**src/rtl/simmem_pkg.sv**
```systemverilog
// Shared types and widths for the simulated-memory write path.
// Holds the AXI-like channel structs and the write-response FSM encoding.
package simmem_pkg;

  localparam int unsigned IdWidth     = 8;
  localparam int unsigned AddrWidth   = 32;
  localparam int unsigned AxLenWidth  = 8;
  localparam int unsigned AxSizeWidth = 3;
  localparam int unsigned DataWidth   = 64;
  localparam int unsigned RespWidth   = 2;
  localparam int unsigned UserWidth   = 1;

  typedef struct packed {
    logic [IdWidth-1:0]     id;
    logic [AddrWidth-1:0]   addr;
    logic [AxLenWidth-1:0]  burst_length;
    logic [AxSizeWidth-1:0] burst_size;
  } write_addr_req_t;

  typedef struct packed {
    logic [IdWidth-1:0]       id;
    logic [DataWidth-1:0]     data;
    logic [DataWidth/8-1:0]   strb;
    logic                     last;
  } write_data_req_t;

  typedef struct packed {
    logic [IdWidth-1:0]   id;
    logic [RespWidth-1:0] response;
    logic [UserWidth-1:0] user_signal;
  } write_resp_t;

  // Only the fields needed to close a burst are kept per buffered address.
  typedef struct packed {
    logic [IdWidth-1:0]    id;
    logic [AxLenWidth-1:0] burst_length;
  } aw_entry_t;

  localparam int unsigned AwEntryWidth = IdWidth + AxLenWidth;

  typedef enum logic {
    DATA = 1'b0,
    RESP = 1'b1
  } wresp_state_e;

endpackage

```
**src/rtl/simmem_wresp_fifo.sv**
```systemverilog
// In-order FIFO of buffered write-address entries.
// Depth must be a power of two (>= 2) so the pointers wrap naturally.
module simmem_wresp_fifo #(
  parameter int unsigned Depth = 4,
  parameter int unsigned Width = 16
) (
  input  logic             clk_i,
  input  logic             rst_ni,
  input  logic             push_i,
  input  logic [Width-1:0] data_i,
  input  logic             pop_i,
  output logic [Width-1:0] data_o,
  output logic             full_o,
  output logic             empty_o
);

  localparam int unsigned PtrW = $clog2(Depth);

  logic [Width-1:0] mem_q [Depth];
  logic [Width-1:0] mem_d [Depth];
  logic [PtrW-1:0]  wptr_q, wptr_d;
  logic [PtrW-1:0]  rptr_q, rptr_d;
  logic [PtrW:0]    cnt_q, cnt_d;

  always_comb begin
    mem_d  = mem_q;
    wptr_d = wptr_q;
    rptr_d = rptr_q;
    cnt_d  = cnt_q;
    if (push_i) begin
      mem_d[wptr_q] = data_i;
      wptr_d        = wptr_q + 1'b1;
    end
    if (pop_i) begin
      rptr_d = rptr_q + 1'b1;
    end
    if (push_i && !pop_i) begin
      cnt_d = cnt_q + 1'b1;
    end else if (pop_i && !push_i) begin
      cnt_d = cnt_q - 1'b1;
    end
  end

  always_ff @(posedge clk_i or negedge rst_ni) begin
    if (!rst_ni) begin
      wptr_q <= '0;
      rptr_q <= '0;
      cnt_q  <= '0;
    end else begin
      wptr_q <= wptr_d;
      rptr_q <= rptr_d;
      cnt_q  <= cnt_d;
    end
  end

  // Storage carries no reset; occupancy is tracked by the pointers and count.
  always_ff @(posedge clk_i) begin
    mem_q <= mem_d;
  end

  assign data_o  = mem_q[rptr_q];
  assign full_o  = (cnt_q == (PtrW+1)'(Depth));
  assign empty_o = (cnt_q == '0);

endmodule

```
**src/rtl/simmem_wresp_responder.sv**
```systemverilog
// Write-response generator: buffers AW entries, counts W beats and issues one B per burst.
// Define SIMMEM_WRESP_CHECK_EN to flag last/id protocol violations with response = 1.
module simmem_wresp_responder
  import simmem_pkg::*;
#(
  parameter int unsigned AwFifoDepth = 4
) (
  input  logic            clk_i,
  input  logic            rst_ni,
  input  write_addr_req_t waddr_req_i,
  input  logic            waddr_valid_i,
  output logic            waddr_ready_o,
  input  write_data_req_t wdata_req_i,
  input  logic            wdata_valid_i,
  output logic            wdata_ready_o,
  output write_resp_t     wresp_o,
  output logic            wresp_valid_o,
  input  logic            wresp_ready_i
);

  wresp_state_e          state_q, state_d;
  logic [AxLenWidth-1:0] beat_cnt_q, beat_cnt_d;
  write_resp_t           resp_q, resp_d;
  logic                  fifo_full, fifo_empty;
  logic [AwEntryWidth-1:0] fifo_rdata;
  aw_entry_t             head, push_entry;
  logic                  aw_hs, w_hs, b_hs, final_beat, burst_err;
  logic                  unused_fields;

  assign unused_fields = ^{waddr_req_i.addr, waddr_req_i.burst_size, wdata_req_i};

  assign push_entry = '{id: waddr_req_i.id, burst_length: waddr_req_i.burst_length};
  assign head       = aw_entry_t'(fifo_rdata);

  assign waddr_ready_o = !fifo_full;
  assign aw_hs         = waddr_valid_i && waddr_ready_o;
  assign w_hs          = wdata_valid_i && wdata_ready_o;
  assign b_hs          = wresp_valid_o && wresp_ready_i;
  assign final_beat    = w_hs && (beat_cnt_q == head.burst_length);

  simmem_wresp_fifo #(
    .Depth (AwFifoDepth),
    .Width (AwEntryWidth)
  ) u_aw_fifo (
    .clk_i   (clk_i),
    .rst_ni  (rst_ni),
    .push_i  (aw_hs),
    .data_i  (push_entry),
    .pop_i   (final_beat),
    .data_o  (fifo_rdata),
    .full_o  (fifo_full),
    .empty_o (fifo_empty)
  );

`ifdef SIMMEM_WRESP_CHECK_EN
  logic err_q, err_d, beat_err;

  assign beat_err  = w_hs && ((wdata_req_i.last != (beat_cnt_q == head.burst_length)) ||
                              (wdata_req_i.id != head.id));
  assign burst_err = err_q || beat_err;

  always_comb begin
    err_d = burst_err;
    if (final_beat) begin
      err_d = 1'b0;
    end
  end

  always_ff @(posedge clk_i or negedge rst_ni) begin
    if (!rst_ni) begin
      err_q <= 1'b0;
    end else begin
      err_q <= err_d;
    end
  end
`else
  assign burst_err = 1'b0;
`endif

  always_ff @(posedge clk_i or negedge rst_ni) begin
    if (!rst_ni) begin
      state_q    <= DATA;
      beat_cnt_q <= '0;
      resp_q     <= '0;
    end else begin
      state_q    <= state_d;
      beat_cnt_q <= beat_cnt_d;
      resp_q     <= resp_d;
    end
  end

  always_comb begin
    state_d = state_q;
    unique case (state_q)
      DATA: if (final_beat) state_d = RESP;
      RESP: if (b_hs)       state_d = DATA;
      default:              state_d = DATA;
    endcase
  end

  always_comb begin
    wdata_ready_o = (state_q == DATA) && !fifo_empty;
    wresp_valid_o = (state_q == RESP);
    wresp_o       = resp_q;
  end

  always_comb begin
    beat_cnt_d = beat_cnt_q;
    resp_d     = resp_q;
    if (final_beat) begin
      beat_cnt_d           = '0;
      resp_d.id            = head.id;
      resp_d.response      = {{(RespWidth-1){1'b0}}, burst_err};
      resp_d.user_signal   = '0;
    end else if (w_hs) begin
      beat_cnt_d = beat_cnt_q + 1'b1;
    end
    // The response register is zero whenever no B is outstanding.
    if (b_hs) begin
      resp_d = '0;
    end
  end

endmodule

```
**config.mk**
```make
export PLATFORM = sky130hd
export DESIGN_NAME = simmem_wresp_responder
export DESIGN_NICKNAME = d
export VERILOG_FILES = /design/src/rtl/simmem_pkg.sv /design/src/rtl/simmem_wresp_fifo.sv /design/src/rtl/simmem_wresp_responder.sv
export SDC_FILE = /design/constraint.sdc
export NUM_CORES = 1
export LEC_CHECK = 0
export CAP_MARGIN = 20
export CORE_ASPECT_RATIO = 1.5
export CORE_MARGIN = 2
export CORE_UTILIZATION = 40
export DETAILED_ROUTE_END_ITERATION = 8
export GPL_TIMING_DRIVEN = 0
export PLACE_DENSITY = 0.82
export SLEW_MARGIN = 30
export SYNTH_ARGS = -nofsm -noshare
export SYNTH_HDL_FRONTEND = slang
export SYNTH_SLANG_ARGS = --single-unit
```
**constraint.sdc**
```tcl
create_clock -name clk_i -period 6.75 [get_ports clk_i]
set_input_delay 0.675 -clock clk_i [delete_from_list [all_inputs] [get_ports clk_i]]
set_output_delay 0.675 -clock clk_i [all_outputs]
set_load 0.03 [all_outputs]
```
==> results.sh <==
export IMPL_status="finished, final reports clean"
export IMPL_synthXorXnorAreaFrac=0.0402
export IMPL_place_ws_ps=3310
export IMPL_crit_path_start_kind="register"
export IMPL_synth_simple_area_share=0.0705
export IMPL_grt_max_degree=25
export IMPL_crit_type="register to register"
export IMPL_wl_per_cell_um=15.5
export IMPL_holdBufCountCts=0
export IMPL_rr_worst_depth=12
export IMPL_rsz0062_at_grt="false"
export IMPL_post_cts_resized=0
export IMPL_dr_max_layer_used="met4"
export IMPL_power_leakage_nw=1.62
export IMPL_synthMuxAreaShare=0.126
export IMPL_end_kind="register"
export IMPL_synth_compound_area_share=0.0201
export IMPL_initial_core_util=0.414
export IMPL_synth_distinct_cells=36
export IMPL_h_tree_depth=3
export IMPL_fin_setup_tns_ps=0
export IMPL_cts_buffers=9
export IMPL_drive_above_1_share=0.154
export IMPL_crit_path_end="u_aw_fifo.cnt_q[1]"
export IMPL_drc=0
export IMPL_yosysTopAreaCell="edfxtp_1"
export IMPL_synth_flop_cell="edfxtp_1"
export IMPL_reg2reg_to="u_aw_fifo.cnt_q[1]"
export IMPL_final_nets=411
export IMPL_ir_worst_vdd_v=0.000200
export IMPL_swShare=0.303
export IMPL_p_int_mw=1.25
export IMPL_r2r_start="u_aw_fifo.rptr_q[1]"
export IMPL_grt_pass1_vias=1986
export IMPL_fin_crit_sh=0.507
export IMPL_multi_input_area_um2=1050
export IMPL_setup_ws_ps=3330
export IMPL_ys_top_cells_by_area="edfxtp_1 (52%), dfrtp_1 (16%), mux4_2 (8.0%)"
export IMPL_antenna_found_initial=0
export IMPL_root_buffer="clkbuf_16"
export IMPL_area_growth_pct=20.6
export IMPL_placed_cells=366
export IMPL_p_sw_uw=543
export IMPL_worstMarginPinSlew_ps=840
export IMPL_fin_cells=382
export IMPL_worst_setup_hold_path_clk_slew_ps=60
export IMPL_cap_viol_max_count=0
export IMPL_wirelength_met1_mm=2.38
export IMPL_met3_wirelength_um=320
export IMPL_routed_wl_mm=5.94
export IMPL_cts_buffer_depth=2
export IMPL_ys_seq_area_frac=0.686
export IMPL_fp_coreArea_um2=8880
export IMPL_post_route_min_period_ps=3420
export IMPL_dpl_hpwl_mm=4.11
export IMPL_synth_adder_area_share=0.0259
export IMPL_synth_edf_count=64
export IMPL_syn_inst=223
export IMPL_setup_violations=0
export IMPL_max_freq_ghz=0.292
export IMPL_yosysMostFrequentCell="edfxtp_1"
export IMPL_drtAntennaViolNets=0
export IMPL_required_ps=6970
export IMPL_postSynth_asyncResetShare=0.273
export IMPL_cp_data_arrival_time_ps=3640
export IMPL_cp_max_fo=10
export IMPL_cts_sinks=88
export IMPL_synth_area_per_cell_um2=16.5
export IMPL_ys_warn_count=0
export IMPL_synth_common_cells="edfxtp_1 (64), dfrtp_1 (24), nand2_1 (24), inv_1 (13), mux4_2 (13)"
export IMPL_clk_latency_ps=330
export IMPL_ys_seq_elements=88
export IMPL_cts_tree="yes"
export IMPL_vias=1909
export IMPL_grt_use_total=0.138
export IMPL_grt_remaining_overflow=0
export IMPL_final_seq_area_um2=2520
export IMPL_finClkSkew_ps=3.60
export IMPL_route_met2_wl_mm=3.10
export IMPL_postCtsSetupBuffers=0
export IMPL_pwr_share_clk=0.273
export IMPL_globalplace_congestion=0.796
export IMPL_grt_pass1_wl_mm=9.78
export IMPL_die_w_um=82.3
export IMPL_seqPwrFrac=0.448
export IMPL_finalMaxSlewViolations=0
export IMPL_port_buffers=31
export IMPL_cp_startpoint="u_aw_fifo.rptr_q[1]"
export IMPL_power_density_nw_per_um2=404
export IMPL_fillCellCount=708
export IMPL_row_count=42
export IMPL_ff2ff_setup_slack_ps=3330
export IMPL_holdCritPathClass="input port to asynchronous set/reset pin"
export IMPL_die_y_um=121
export IMPL_n_antenna_cell=0
export IMPL_drtIter0Drc=66
export IMPL_hold_viol_final=0
export IMPL_die_area_um2=9990
export IMPL_first_pass_iters=4
export IMPL_slew_headroom=0.440
export IMPL_vias_per_cell=5.00
export IMPL_ios=151
export IMPL_design_power_total_mw=1.79
export IMPL_p_comb_frac=0.279
export IMPL_syn_area_um2=3680
export IMPL_synth_top_area_share=0.523
export IMPL_synth_top_family_by_area="multiplexers"
==> through the flow <==
step	hold WS, ps	area, µm²	util
floorplan	379	3680	-
global placement	478	4130	0.465
detailed placement	486	4130	0.465
CTS	331	4430	0.499
global route	362	4430	0.499
finish	324	4430	0.499
==> how the worst min path moves through the flow <==
stage / endpoint / start
2_1_floorplan: beat_cnt_q[0] / rst_ni
3_3_place_gp: u_aw_fifo.cnt_q[2] / u_aw_fifo.cnt_q[2]
3_5_place_dp: u_aw_fifo.cnt_q[2] / u_aw_fifo.cnt_q[2]
4_1_cts: beat_cnt_q[4] / rst_ni
5_1_grt: beat_cnt_q[4] / rst_ni
6_report: beat_cnt_q[4] / rst_ni
==> area by class of cell <==
class                   count  area share
well taps                 110      0.0310
inverters                  13      0.0110
repair buffers             31      0.0689
clock inverters             6      0.0152
clock buffers              10      0.0539
flip-flops and latches     88       0.569
multi-input cells         115       0.237
plain buffers               9      0.0141
==> power by group through the flow <==
stage,Sequential (mW),Clock [mW],Combinational (mW)
after floorplan,0.831,0,0.327
after global placement,0.803,0,0.493
after detailed placement,0.813,0,0.507
after CTS,0.804,0.501,0.513
after global routing,0.817,0.524,0.553
final,0.803,0.489,0.501
==> cells by family (layout without fill, tap and decap cells) <==
family	after synthesis	count (layout)
xor+xnor	16	16
compound gates	13	13
flops	88	88
simple gates	51	51
other cells	1	3
fa+ha+maj	7	7
mux	25	25
buf+inv	22	69
==> sequential cells by signal, summed over array words and instances (netlist names) <==
register and cells:
u_aw_fifo.mem_q 64, beat_cnt_q 8, wresp_o 8, u_aw_fifo.cnt_q 3, u_aw_fifo.rptr_q 2, u_aw_fifo.wptr_q 2, wresp_valid_o 1
==> per-layer routing <==
| layer | vias up | global-route usage |
|---|---|---|
| li1 | 910 | - |
| met1 | 943 | 0.165 |
| met2 | 47 | 0.217 |
| met3 | 9 | 0.0402 |
| met4 | 0 | 0.0771 |
| met5 | - | 0 |
==> layout by cell type, fill, tap and decap left out, drive strengths merged, types with 2 or more instances in the layout <==
cell type / synthesis / final
clkbuf: 2 / 12
nand4: 3 / 3
ha: 6 / 6
xor2: 6 / 6
mux2i: 8 / 8
xnor2: 10 / 10
edfxtp: 64 / 64
nor3: 5 / 5
clkinv: 0 / 2
nor2: 6 / 6
and3: 5 / 5
a21oi: 2 / 2
clkdlybuf4s50: 0 / 30
conb: 1 / 3
inv: 13 / 14
buf: 7 / 8
mux4: 16 / 16
o21ai: 7 / 7
nand2: 24 / 24
and2: 2 / 2
nand3: 3 / 3
clkinvlp: 0 / 2
dfrtp: 24 / 24
==> worst max-delay path, cell delays in order (launching register included) <==
cell,delay [ps]
dfrtp_1,320
clkbuf_1,370
buf_2,350
mux4_1,340
xnor2_1,190
nand4_2,220
nor3_4,300
buf_6,220
inv_1,70
ha_1,200
inv_1,70
fa_1,400
mux2_2,260
Power figures use the tool's default switching activity.
